==> config.mk <==
export PLATFORM = sky130hd
export DESIGN_NAME = alu_result_mux_n
export DESIGN_NICKNAME = d
export VERILOG_FILES = /design/src/rtl/alu_result_mux_n.sv
export SDC_FILE = /design/constraint.sdc
export NUM_CORES = 1
export LEC_CHECK = 0
export ABC_AREA = 1
export CORE_AREA = 2 2 117 119
export DETAILED_ROUTE_END_ITERATION = 10
export DIE_AREA = 0 0 119 121
export MAX_ROUTING_LAYER = met4
export PLACE_DENSITY = 0.73
export SKIP_LAST_GASP = 1
export SLEW_MARGIN = 20
export SYNTH_ARGS = -nofsm -noshare
export SYNTH_HDL_FRONTEND = slang
export SYNTH_SLANG_ARGS = --single-unit
==> constraint.sdc <==
create_clock -name clock -period 1.8 [get_ports clock]
set_input_delay 0.18 -clock clock [delete_from_list [all_inputs] [get_ports clock]]
set_output_delay 0.18 -clock clock [all_outputs]
set_load 0.05 [all_outputs]
==> src/rtl/alu_result_mux_n.sv <==
// N-way W-bit result selector with one registered output stage and valid/ready handshake.
// Define RESULT_MUX_PARITY_EN to add the registered out_parity output.
module alu_result_mux_n #(
  parameter int W = 32,
  parameter int N = 8,
  localparam int SEL_W = $clog2(N)
) (
  input  logic             clock,
  input  logic             reset,
  input  logic [N*W-1:0]   in_data,
  input  logic [SEL_W-1:0] sel,
  input  logic             scan_mode,
  input  logic             in_valid,
  output logic             in_ready,
  output logic [W-1:0]     out_data,
  output logic [SEL_W-1:0] out_sel,
  output logic             out_valid,
  input  logic             out_ready,
  input  logic             err_clr,
`ifdef RESULT_MUX_PARITY_EN
  output logic             out_parity,
`endif
  output logic             sel_err
);

  localparam logic [SEL_W:0]   N_L  = (SEL_W+1)'(N);
  localparam logic [SEL_W-1:0] LAST = SEL_W'(N-1);

  logic [W-1:0]     data_q, data_d;
  logic [SEL_W-1:0] osel_q, osel_d;
  logic             vld_q, vld_d;
  logic             err_q, err_d;
  logic [SEL_W-1:0] ptr_q, ptr_d;

  logic [SEL_W-1:0] ch;
  logic             in_range;
  logic [W-1:0]     mux;
  logic             accept;

  assign in_ready = !reset && (!vld_q || out_ready);
  assign accept   = in_valid && in_ready;

  assign ch       = scan_mode ? ptr_q : sel;
  assign in_range = ({1'b0, ch} < N_L);

  // Out-of-range channels fall through to zero.
  always_comb begin
    mux = '0;
    for (int k = 0; k < N; k++) begin
      if (ch == SEL_W'(k)) mux = in_data[k*W +: W];
    end
  end

  always_comb begin
    data_d = data_q;
    osel_d = osel_q;
    vld_d  = vld_q;
    err_d  = err_q;
    ptr_d  = ptr_q;
    if (err_clr) err_d = 1'b0;
    if (accept) begin
      data_d = in_range ? mux : '0;
      osel_d = ch;
      vld_d  = 1'b1;
      if (!in_range) err_d = 1'b1;
      if (scan_mode) ptr_d = (ptr_q == LAST) ? '0 : ptr_q + 1'b1;
    end else if (out_ready) begin
      vld_d = 1'b0;
    end
  end

  always_ff @(posedge clock or posedge reset) begin
    if (reset) begin
      data_q <= '0;
      osel_q <= '0;
      vld_q  <= 1'b0;
      err_q  <= 1'b0;
      ptr_q  <= '0;
    end else begin
      data_q <= data_d;
      osel_q <= osel_d;
      vld_q  <= vld_d;
      err_q  <= err_d;
      ptr_q  <= ptr_d;
    end
  end

  assign out_data  = data_q;
  assign out_sel   = osel_q;
  assign out_valid = vld_q;
  assign sel_err   = err_q;

`ifdef RESULT_MUX_PARITY_EN
  logic par_q;

  always_ff @(posedge clock or posedge reset) begin
    if (reset) par_q <= 1'b0;
    else if (accept) par_q <= in_range ? ^mux : 1'b0;
  end

  assign out_parity = par_q;
`endif

endmodule

==> results of run 1 <==
==> cell usage in the layout, fill, tap and decap left out, drive strengths merged <==
cell	Yosys	layout
nor3	4	4
dlygate4sd2	0	1
conb	1	1
a21oi	22	22
nand2	180	180
o21ai	8	8
nor2	133	133
clkinv	0	1
buf	32	52
inv	52	52
or2	10	10
nand4	96	96
dfrtp	39	39
clkdlybuf4s50	0	296
nand3	65	65
clkbuf	19	6
bufinv	0	1
ha	2	2
==> kinds of logic after synthesis <==
| kind of cell | Yosys count | share of synthesized area |
|---|---|---|
| adder cells (fa/ha/maj) | 2 | 0.006482 |
| AND/OR/NAND/NOR | 488 | 0.5818 |
| buffers and inverters | 103 | 0.1180 |
| other | 1 | 0.0009715 |
| AO/OA/AOI/OAI | 30 | 0.03987 |
| flip-flops | 39 | 0.2528 |
==> synth_stat cells, types with 2 or more instances <==
library cell	n	area share
buf_4	4	0.0078
nand4_1	96	0.16
a21oi_1	22	0.029
ha_1	2	0.0065
nand2_1	176	0.17
o21ai_0	7	0.0091
inv_1	50	0.049
nor2_1	132	0.13
nand2_2	4	0.0065
nand3_1	64	0.083
buf_6	3	0.0088
buf_2	25	0.032
or2_2	10	0.016
nor3_4	4	0.017
dfrtp_1	39	0.25
clkbuf_1	19	0.018
inv_2	2	0.0019
==> per-layer routing <==
metal  part of all wire  wire [um]
met1               0.41       7618
met2               0.49       9145
met3              0.069       1290
met4              0.029        536
met5                  0          0
==> state kept, by name, indices dropped and copies added, names as in the netlist <==
name	count
out_data	32
out_sel	3
out_valid	1
ptr_q	3
==> power breakdown <==
group | switching (mW) | leakage (nW) | internal (mW)
clock network | 0.370 | 0.0868 | 0.690
logic | 2.77 | 2.81 | 1.95
registers | 0.171 | 0.473 | 1.19
==> timing repair <==
| item | in CTS | in global routing |
|---|---|---|
| setup endpoints to repair | 32 | 22 |
| pin swaps | 0 | 1 |
| resized for setup | 1 | 10 |
| buffers inserted | 0 | 3 |
==> per-stage QoR <==
step                        util  hold WS, ps  instance area [um2]  instances
after CTS                 0.5753        263.9                 7527       1142
after global routing      0.5794        281.1                 7581       1145
after detailed placement  0.5621        464.9                 7355       1134
final                     0.5794        256.1                 7581       1145
after floorplan                -        272.8                 3870        663
after global placement    0.5621        461.6                 7355       1134
==> worst max path at each step <==
stage	to	startpoint	depth (start not counted)	slack, ps
after floorplan	out_data[8]	out_valid	9	20
after global placement	out_data[8]	scan_mode	12	-410
after detailed placement	out_data[8]	scan_mode	12	-480
after CTS	out_data[8]	ptr_q[1]	11	50
after global routing	out_data[6]	ptr_q[2]	10	-20
final	out_data[8]	ptr_q[0]	10	110
==> area by class of cell <==
cell class	instances	area, um2	area share
Clock buffer	6	138.9	0.01832
Clock inverter	2	35.03	0.004621
Inverter	52	197.7	0.02608
Multi-Input combinational cell	521	2456	0.3240
Sequential cell	39	977.2	0.1289
Tap cell	176	220.2	0.02905
Timing Repair Buffer	349	3556	0.4691
==> results by group, run 1 <==
Run status
  – Outcome: finished clean

Timing
  – Layout Skew: 2.853 ps
  – Setup TNS: 0 ps
  – Setup-failing EPs final: 0
  – Fmax achieved: 590.6 MHz
  – Crit share post-route: 0.9407
  – Slew @ Worst Pin: 553.9 ps
  – Fin worst setup slack: 106.8 ps
  – Min Tclk post-route: around 1700 ps
  – Fin. max-slew vios: 0
  – Final hold violation count: 0
  – RSZ-0062 raised after global routing: yes
  – Slew margin rel.: 0.6295

Worst setup path
  – Buf+Inv Stages, Crit Path: 2
  – Setup crit end kind: register
  – CP Max Fanout: 11
  – WS Path Type: register to register
  – RR Startpoint: ptr_q[0]
  – Critical Path Slowest Stage Cell: dfrtp_1
  – Cells along the critical path: nand2_1 -> nand2_2 -> buf_4 -> buf_4 -> nand4_1 -> nand3_1 -> nor2_2 -> nand4_1 -> nor2_1 -> nor2_1
  – R2R Setup Slk: 110 ps
  – CP Data Arrival Time: ~1900 ps
  – Worst r2r dst: out_data[8]
  – Worst Setup Start Kind: register
  – Kind of cell adding the most delay to the critical path: simple AND/OR/NAND/NOR gates
  – Reg2Reg Depth: 10
  – Critical path data required time: 1970 ps
  – Max incr delay on CP: 400 ps

GRT
  – Met3 usage: 0.03524
  – Largest net degree at the start of global routing: 37
  – GR Util All Layers: 0.2594
  – First-pass GRT wire length: 28,500 um
  – GR peak layer: met2
  – Met1 Track Usage GR: 0.3260
  – Vias in the first global route: between 5,000 and 6,000
  – Gr ovfl total: 0
  – Routing usage on met2: 0.4310
  – Initial antenna violation count: 0

Hold path
  – Worst Hold Class: input port to asynchronous set/reset pin

Layout
  – Final nets: 1,235
  – Filler Cell Count: 1,266
  – P&R area growth vs syn: 96.40%
  – Ant. Diodes: 0
  – Fraction of layout instances using a drive strength above 1: 0.09185

Synthesis
  – Main synth FF type: dfrtp_1
  – Synth cell types: 21
  – Syn avg cell area: 5.822 um2
  – EDFF count, synth: 0
  – Cell Area, Synth: between 0.003 and 0.004 mm2
  – Async SR Flop Fraction: 1.000
  – Syn Inst Count: about 660
  – Seq/Total Area, Yosys: 0.2528
  – Synth Register Bits: 39
  – Mapped Nets: 930
  – Number of synthesis warnings: 0

Power and ir drop
  – Leakage: 3.372 nW
  – Tot Pwr: 7.144 mW
  – Maximum VDD drop: between 0.5 and 0.6 mV
  – P per Cell Area: 942.3 mW/mm2

Detailed routing
  – Routed WL: approximately 19,000 um
  – Vias per cell: 4.886
  – Pre-antenna DRT Iters: 5
  – Via count: about 5,600
  – Drt drc: 0
  – Detail Route Antenna Nets: 0
  – Routed wire per std cell: roughly 16 um
  – Drt initial violations: 530

Floorplanning
  – Rows: 42
  – Core area: 0.01309 mm2
  – Io pins: 303
  – Die Ht: 121 um
  – DIE AREA: 0.01440 mm2
  – Die W: between 100 and 150 um
  – Initial Utilization: 0.2950

Run
  – Max-cap violations: 0

Clock tree
  – Clock transition at the registers of the reported paths: 60 ps
  – H-tree Lvls: 2
  – CTS Root Cell: clkbuf_16
  – Cts hold-fix bufs: 0
  – Worst-skew pair later-pin latency: 280 ps
  – CTS Sinks: 39
  – Total CTS buffers: 5
  – Clock Tree Buf Depth: 2
  – CTS tree: yes

Placement
  – Placer Congestion: 0.9089
  – Dpl ws: -476.3 ps
  – I/O Buffers: 300
  – Final HPWL DP: 14,760 um
Power figures use the tool's default switching activity.
==> run 2: changes to the inputs <==
SLEW_MARGIN = default   (was 20)
clock period = 1.73 ns   (was 1.8 ns; I/O delays follow)
==> results by group, run 2 (same netlist as run 1, synthesis figures left out) <==
Run status
  – Outcome: finished clean (unchanged)

Worst setup path
  – Critical path data required time: 1910 ps (was 1970 ps)
  – Setup crit end kind: register (unchanged)
  – Max incr delay on CP: 370 ps (was 400 ps)
  – Critical Path Slowest Stage Cell: dfrtp_1 (unchanged)
  – WS Path Type: register to register (unchanged)
  – Cells along the critical path: inv_2 -> nand2_2 -> o21ai_4 -> buf_12 -> buf_4 -> clkbuf_16 -> nand4_1 -> nand3_1 -> nor2_2 -> nand4_1 -> nor2_1 -> nor2_1 (was nand2_1 -> nand2_2 -> buf_4 -> buf_4 -> nand4_1 -> nand3_1 -> nor2_2 -> nand4_1 -> nor2_1 -> nor2_1)
  – CP Data Arrival Time: 1860 ps (about the same)
  – CP Max Fanout: 14 (was 11)
  – Worst Setup Start Kind: register (unchanged)

Layout
  – Filler Cell Count: 1,267 (was 1,266)
  – Final nets: 1,253 (was 1,235)
  – Multi-input gate area: 0.002534 mm2 (was 0.002456 mm2)
  – Most frequent cells in the layout: 288 x clkdlybuf4s50_1, 169 x nand2_1, 124 x nor2_1 (was 296 x clkdlybuf4s50_1, 175 x nand2_1, 129 x nor2_1)
  – Fraction of layout instances using a drive strength above 1: 0.1327 (was 0.09185)
  – P&R area growth vs syn: 100.8% (was 96.40%)
  – Final std cells w/o fill: 1,163 (was 1,145)
  – Final instance area: 0.007750 mm2 (was 0.007581 mm2)
  – Most common cell after layout, fill and taps aside: clkdlybuf4s50_1 (unchanged)
  – Reg area: 977.2 um2 (unchanged)
  – Max FFs per register: 32 (unchanged)
  – Ant. Diodes: 0 (unchanged)

Placement
  – Dpl cells: 1,138 (was 1,134)
  – I/O Buffers: 300 (unchanged)
  – Dpl ws: -469.8 ps (was -476.3 ps)
  – Placer Congestion: 0.8737 (was 0.9089)
  – Placed inst area: 0.007315 mm2 (was 0.007355 mm2)
  – Final HPWL DP: 14,870 um (was 14,760 um)

Timing
  – Min Tclk post-route: 1684 ps (was 1693 ps)
  – RSZ-0062 raised after global routing: yes (unchanged)
  – Slew margin rel.: 0.6397 (was 0.6295)
  – Slew @ Worst Pin: 538.8 ps (was 553.9 ps)
  – Fin. max-slew vios: 0 (unchanged)
  – Fin worst setup slack: 46.00 ps (was 106.8 ps)
  – Setup-failing EPs final: 0 (unchanged)
  – Setup TNS: 0 ps (unchanged)
  – Layout Skew: 4.723 ps (was 2.853 ps)
  – WHS: 201.8 ps (was 256.1 ps)
  – Fmax achieved: 593.8 MHz (was 590.6 MHz)
  – Crit share post-route: 0.9734 (was 0.9407)
  – Final hold violation count: 0 (unchanged)

Floorplanning
  – Initial Utilization: 0.2950 (unchanged)
  – Io pins: 303 (unchanged)
  – Core area: 0.01309 mm2 (unchanged)
  – Die Ht: 121 um (unchanged)
  – Rows: 42 (unchanged)
  – DIE AREA: 0.01440 mm2 (unchanged)
  – Die W: 119 um (unchanged)

Run
  – Max-cap violations: 0 (unchanged)

Clock tree
  – CTS Root Cell: clkbuf_16 (unchanged)
  – CTS tree: yes (unchanged)
  – Cts hold-fix bufs: 0 (unchanged)
  – Clock transition at the registers of the reported paths: 60 ps (about the same)
  – Clock Tree Buf Depth: 2 (unchanged)
  – H-tree Lvls: 2 (unchanged)
  – Total CTS buffers: 5 (unchanged)
  – CTS Sinks: 39 (unchanged)
  – Worst-skew pair later-pin latency: 280 ps (about the same)

GRT
  – Gr ovfl total: 0 (unchanged)
  – Vias in the first global route: 5,483 (was 5,314)
  – Largest net degree at the start of global routing: 39 (was 37)
  – GR Util All Layers: 0.2587 (was 0.2594)
  – Initial antenna violation count: 0 (unchanged)
  – First-pass GRT wire length: 28,410 um (was 28,500 um)

Detailed routing
  – Detail Route Antenna Nets: 0 (unchanged)
  – Drt drc: 0 (unchanged)
  – Via count: 5,746 (was 5,594)
  – Drt initial violations: 500 (was 530)
  – Vias per cell: 4.941 (was 4.886)
  – Pre-antenna DRT Iters: 5 (unchanged)
  – Routed wire per std cell: 16.57 um (was 16.24 um)
  – Routed WL: 19,270 um (was 18,590 um)

Power and ir drop
  – Maximum VDD drop: 0.6194 mV (was 0.5670 mV)
  – P per Cell Area: 965.5 mW/mm2 (was 942.3 mW/mm2)
  – Leakage: 3.482 nW (was 3.372 nW)

Hold path
  – Worst Hold Class: input port to asynchronous set/reset pin (unchanged)
-- run 2: cell types whose count changed in the layout (fill, tap and decap cells not counted), sizes merged --
cell           change
clkdlybuf4s50      -8
clkbuf             +4
bufinv             -1
buf               +24
dlygate4sd2        -1
-- run 2: layout make-up --
| cell class | count | share of cell area |
|---|---|---|
| clock buffer | 7 | 0.01711 |
| multi-input combinational | 521 | 0.3269 |
| sequential | 39 | 0.1261 |
| inverter | 52 | 0.02583 |
| tap | 176 | 0.02841 |
| clock inverter | 1 | 0.0006458 |
| timing repair buffer | 367 | 0.4750 |
-- run 2: per-stage QoR --
| stage | total power [mW] | utilization |
|---|---|---|
| after detailed placement | 6.229 | 0.5590 |
| after CTS | 7.207 | 0.5711 |
| after global routing | 7.924 | 0.5923 |
| after global placement | 6.200 | 0.5590 |
| after floorplan | 4.186 | - |
| final | 7.482 | 0.5923 |
-- run 2: path summary, 6_finish.rpt --
path	from	end	slack, ps	cells after the start
max	ptr_q[2]	out_data[13]	50	12
min in group clock	scan_mode	ptr_q[0]	400	5
min	reset	out_data[21]	200	2
min reg2reg	out_data[2]	out_data[2]	480	2
max reg2reg	ptr_q[2]	out_data[13]	50	12
max in group asynchronous	reset	out_data[9]	1090	3
-- run 2: where the power goes --
| group | total (mW) | internal (mW) | switching (mW) |
|---|---|---|---|
| registers | 1.43 | 1.24 | 0.193 |
| logic | 5.12 | 2.14 | 2.97 |
| clock network | 0.931 | 0.535 | 0.396 |
-- run 2: repair_timing --
item / 4_1_cts / 5_1_grt
setup endpoints to repair: 32 / 32
pin swaps: 2 / 10
setup buffers: 0 / 14
gates cloned: 0 / 3
gates resized for setup: 7 / 34
-- run 2: worst max-delay path: cells and delay by family (launching register included) --
kind	cells	cell delay, ps
AOI/OAI and AO/OA	1	90
buffers and inverters	4	480
DFF	1	370
and+or+nand+nor	7	640
-- run 2: metal layers --
layer,part of all wire,track usage,up-vias
li1,-,-,2842
met1,0.40,0.3056,2591
met2,0.51,0.4551,276
met3,0.067,0.03853,37
met4,0.027,0.08036,0
met5,0,-,-
==> run 3: changes to the inputs <==
MAX_ROUTING_LAYER = default   (was met4)
clock period = 1.61 ns   (was 1.73 ns; I/O delays follow)
==> results by group, run 3 (same netlist as run 1, synthesis figures left out) <==
Timing
  – Setup-failing EPs final: 5 (was 0)
  – Crit share post-route: 1.023 (was 0.9734)
  – Fin worst setup slack: -37.33 ps (was 46.00 ps)
  – Fmax achieved: 607.0 MHz (was 593.8 MHz)
  – Fin. max-slew vios: 0 (unchanged)
  – RSZ-0062 raised after global routing: yes (unchanged)
  – Layout Skew: 4.447 ps (was 4.723 ps)
  – Min Tclk post-route: 1647 ps (was 1684 ps)
  – Final hold violation count: 0 (unchanged)

Detailed routing
  – Routed met1 length: 7744 um (was 7682 um)
  – Drt drc: 0 (unchanged)
  – Vias per cell: 4.983 (was 4.941)
  – Met3 wire length: 1260 um (was 1293 um)
  – Routed WL: 19,150 um (was 19,270 um)
  – Detail Route Antenna Nets: 0 (unchanged)
  – Pre-antenna DRT Iters: 5 (unchanged)
  – Highest metal layer with signal wires: met4 (unchanged)
  – Drt initial violations: 441 (was 500)
  – Via count: 5,725 (was 5,746)
  – Routed wire per std cell: 16.67 um (was 16.57 um)
  – Routed wire length on met2: 9690 um (was 9772 um)

Run status
  – Failing checks: negative setup slack
  – Outcome: finished, violations left (was finished clean)

Worst setup path
  – Critical path data required time: 1790 ps (was 1910 ps)
  – CP Max Fanout: 8 (was 14)
  – Worst Setup Start Kind: register (unchanged)
  – CP Data Arrival Time: 1830 ps (was 1860 ps)
  – WS Path Type: register to register (unchanged)
  – Setup crit end kind: register (unchanged)

Clock tree
  – Cts hold-fix bufs: 0 (unchanged)
  – H-tree Lvls: 2 (unchanged)
  – CTS Root Cell: clkbuf_16 (unchanged)
  – Worst-skew pair later-pin latency: 290 ps (was 280 ps)
  – Clock Tree Buf Depth: 2 (unchanged)
  – CTS Sinks: 39 (unchanged)
  – CTS tree: yes (unchanged)
  – Total CTS buffers: 5 (unchanged)
  – Clock transition at the registers of the reported paths: 60 ps (about the same)

GRT
  – Initial antenna violation count: 0 (unchanged)
  – Vias in the first global route: 5,466 (was 5,483)
  – Largest net degree at the start of global routing: 37 (was 39)
  – First-pass GRT wire length: 29,240 um (was 28,410 um)
  – GR Util All Layers: 0.2582 (was 0.2587)
  – Gr ovfl total: 0 (unchanged)

Floorplanning
  – DIE AREA: 0.01440 mm2 (unchanged)
  – Rows: 42 (unchanged)
  – Die W: 119 um (unchanged)
  – Initial Utilization: 0.2950 (unchanged)
  – Core area: 0.01309 mm2 (unchanged)
  – Die Ht: 121 um (unchanged)
  – Io pins: 303 (unchanged)

Hold path
  – Worst Hold Class: input port to asynchronous set/reset pin (unchanged)

Layout
  – Utilization of the core after routing: 0.5970 (was 0.5923)
  – Final nets: 1,239 (was 1,253)
  – Most frequent cells in the layout: 262 x clkdlybuf4s50_1, 174 x nand2_1, 114 x nor2_1 (was 288 x clkdlybuf4s50_1, 169 x nand2_1, 124 x nor2_1)
  – Ant. Diodes: 0 (unchanged)
  – Most common cell after layout, fill and taps aside: clkdlybuf4s50_1 (unchanged)
  – Fraction of layout instances using a drive strength above 1: 0.1624 (was 0.1327)
  – P&R area growth vs syn: 102.4% (was 100.8%)
  – Final instance area: 0.007811 mm2 (was 0.007750 mm2)
  – Max FFs per register: 32 (unchanged)

Power and ir drop
  – Maximum VDD drop: 0.4346 mV (was 0.6194 mV)
  – Leakage: 3.550 nW (was 3.482 nW)
  – P per Cell Area: 1055 mW/mm2 (was 965.5 mW/mm2)

Placement
  – Dpl ws: -567.5 ps (was -469.8 ps)
  – Placed inst area: 0.007289 mm2 (was 0.007315 mm2)
  – Final HPWL DP: 14,760 um (was 14,870 um)
  – Placer Congestion: 0.9126 (was 0.8737)
  – I/O Buffers: 300 (unchanged)

Run
  – Max-cap violations: 0 (unchanged)
==> run 3: stage by stage <==
stage	instances	total power [mW]	hold slack (ps)	setup TNS (ps)
floorplan	663	4.503	253.8	0
global placement	1129	6.610	464.5	-14980
detailed placement	1129	6.644	467.4	-17010
CTS	1145	8.056	199.1	-273.3
global route	1149	8.702	209.1	-3761
finish	1149	8.237	193.6	-131.7
==> run 3: final timing paths <==
check                             from      endpoint  slack [ps]  depth (start not counted)
max                           ptr_q[2]  out_data[20]         -40                         12
min                              reset  out_data[16]         190                          2
max reg2reg                   ptr_q[2]  out_data[20]         -40                         12
min reg2reg                out_data[9]   out_data[9]         480                          2
max in group asynchronous        reset  out_data[28]         980                          3
min in group clock           scan_mode      ptr_q[2]         420                          5
==> run 3: layer usage <==
| layer | vias to the layer above | track usage |
|---|---|---|
| met5 | - | 0 |
| met4 | 0 | 0.07217 |
| met3 | 29 | 0.04088 |
| met2 | 246 | 0.4601 |
| met1 | 2637 | 0.3223 |
| li1 | 2813 | - |
==> run 3: layout make-up <==
cell class,instances,area [um2]
Timing Repair Buffer,353,3681
Fill cell,1250,5274
Clock inverter,2,35.03
Multi-Input combinational cell,521,2561
Sequential cell,39,977.2
Clock buffer,6,138.9
Tap cell,176,220.2
Inverter,52,197.7
==> run 3: critical path: stages (launching register included) <==
cell     delay [ps]
dfrtp_1         360
inv_2            50
nand2_2          70
o21ai_4         100
buf_12          150
buf_12          140
buf_16          140
nand4_1         100
nand3_2          90
nor2_2          130
nand4_1         100
nand2_1          70
nand2_1          50
==> run 3: where the power goes <==
group / internal (mW) / leakage (nW) / switching [mW] / total [mW]
Sequential: 1.33 / 0.473 / 0.198 / 1.53
Clock: 0.772 / 0.0868 / 0.441 / 1.21
Combinational: 2.28 / 2.99 / 3.21 / 5.49
==> run 3: what timing repair did <==
action                     4_1_cts  5_1_grt
setup endpoints to repair       32       32
buffers inserted                 8        1
cloned                           1        3
resized for setup               18       32
pin swaps                        2       11
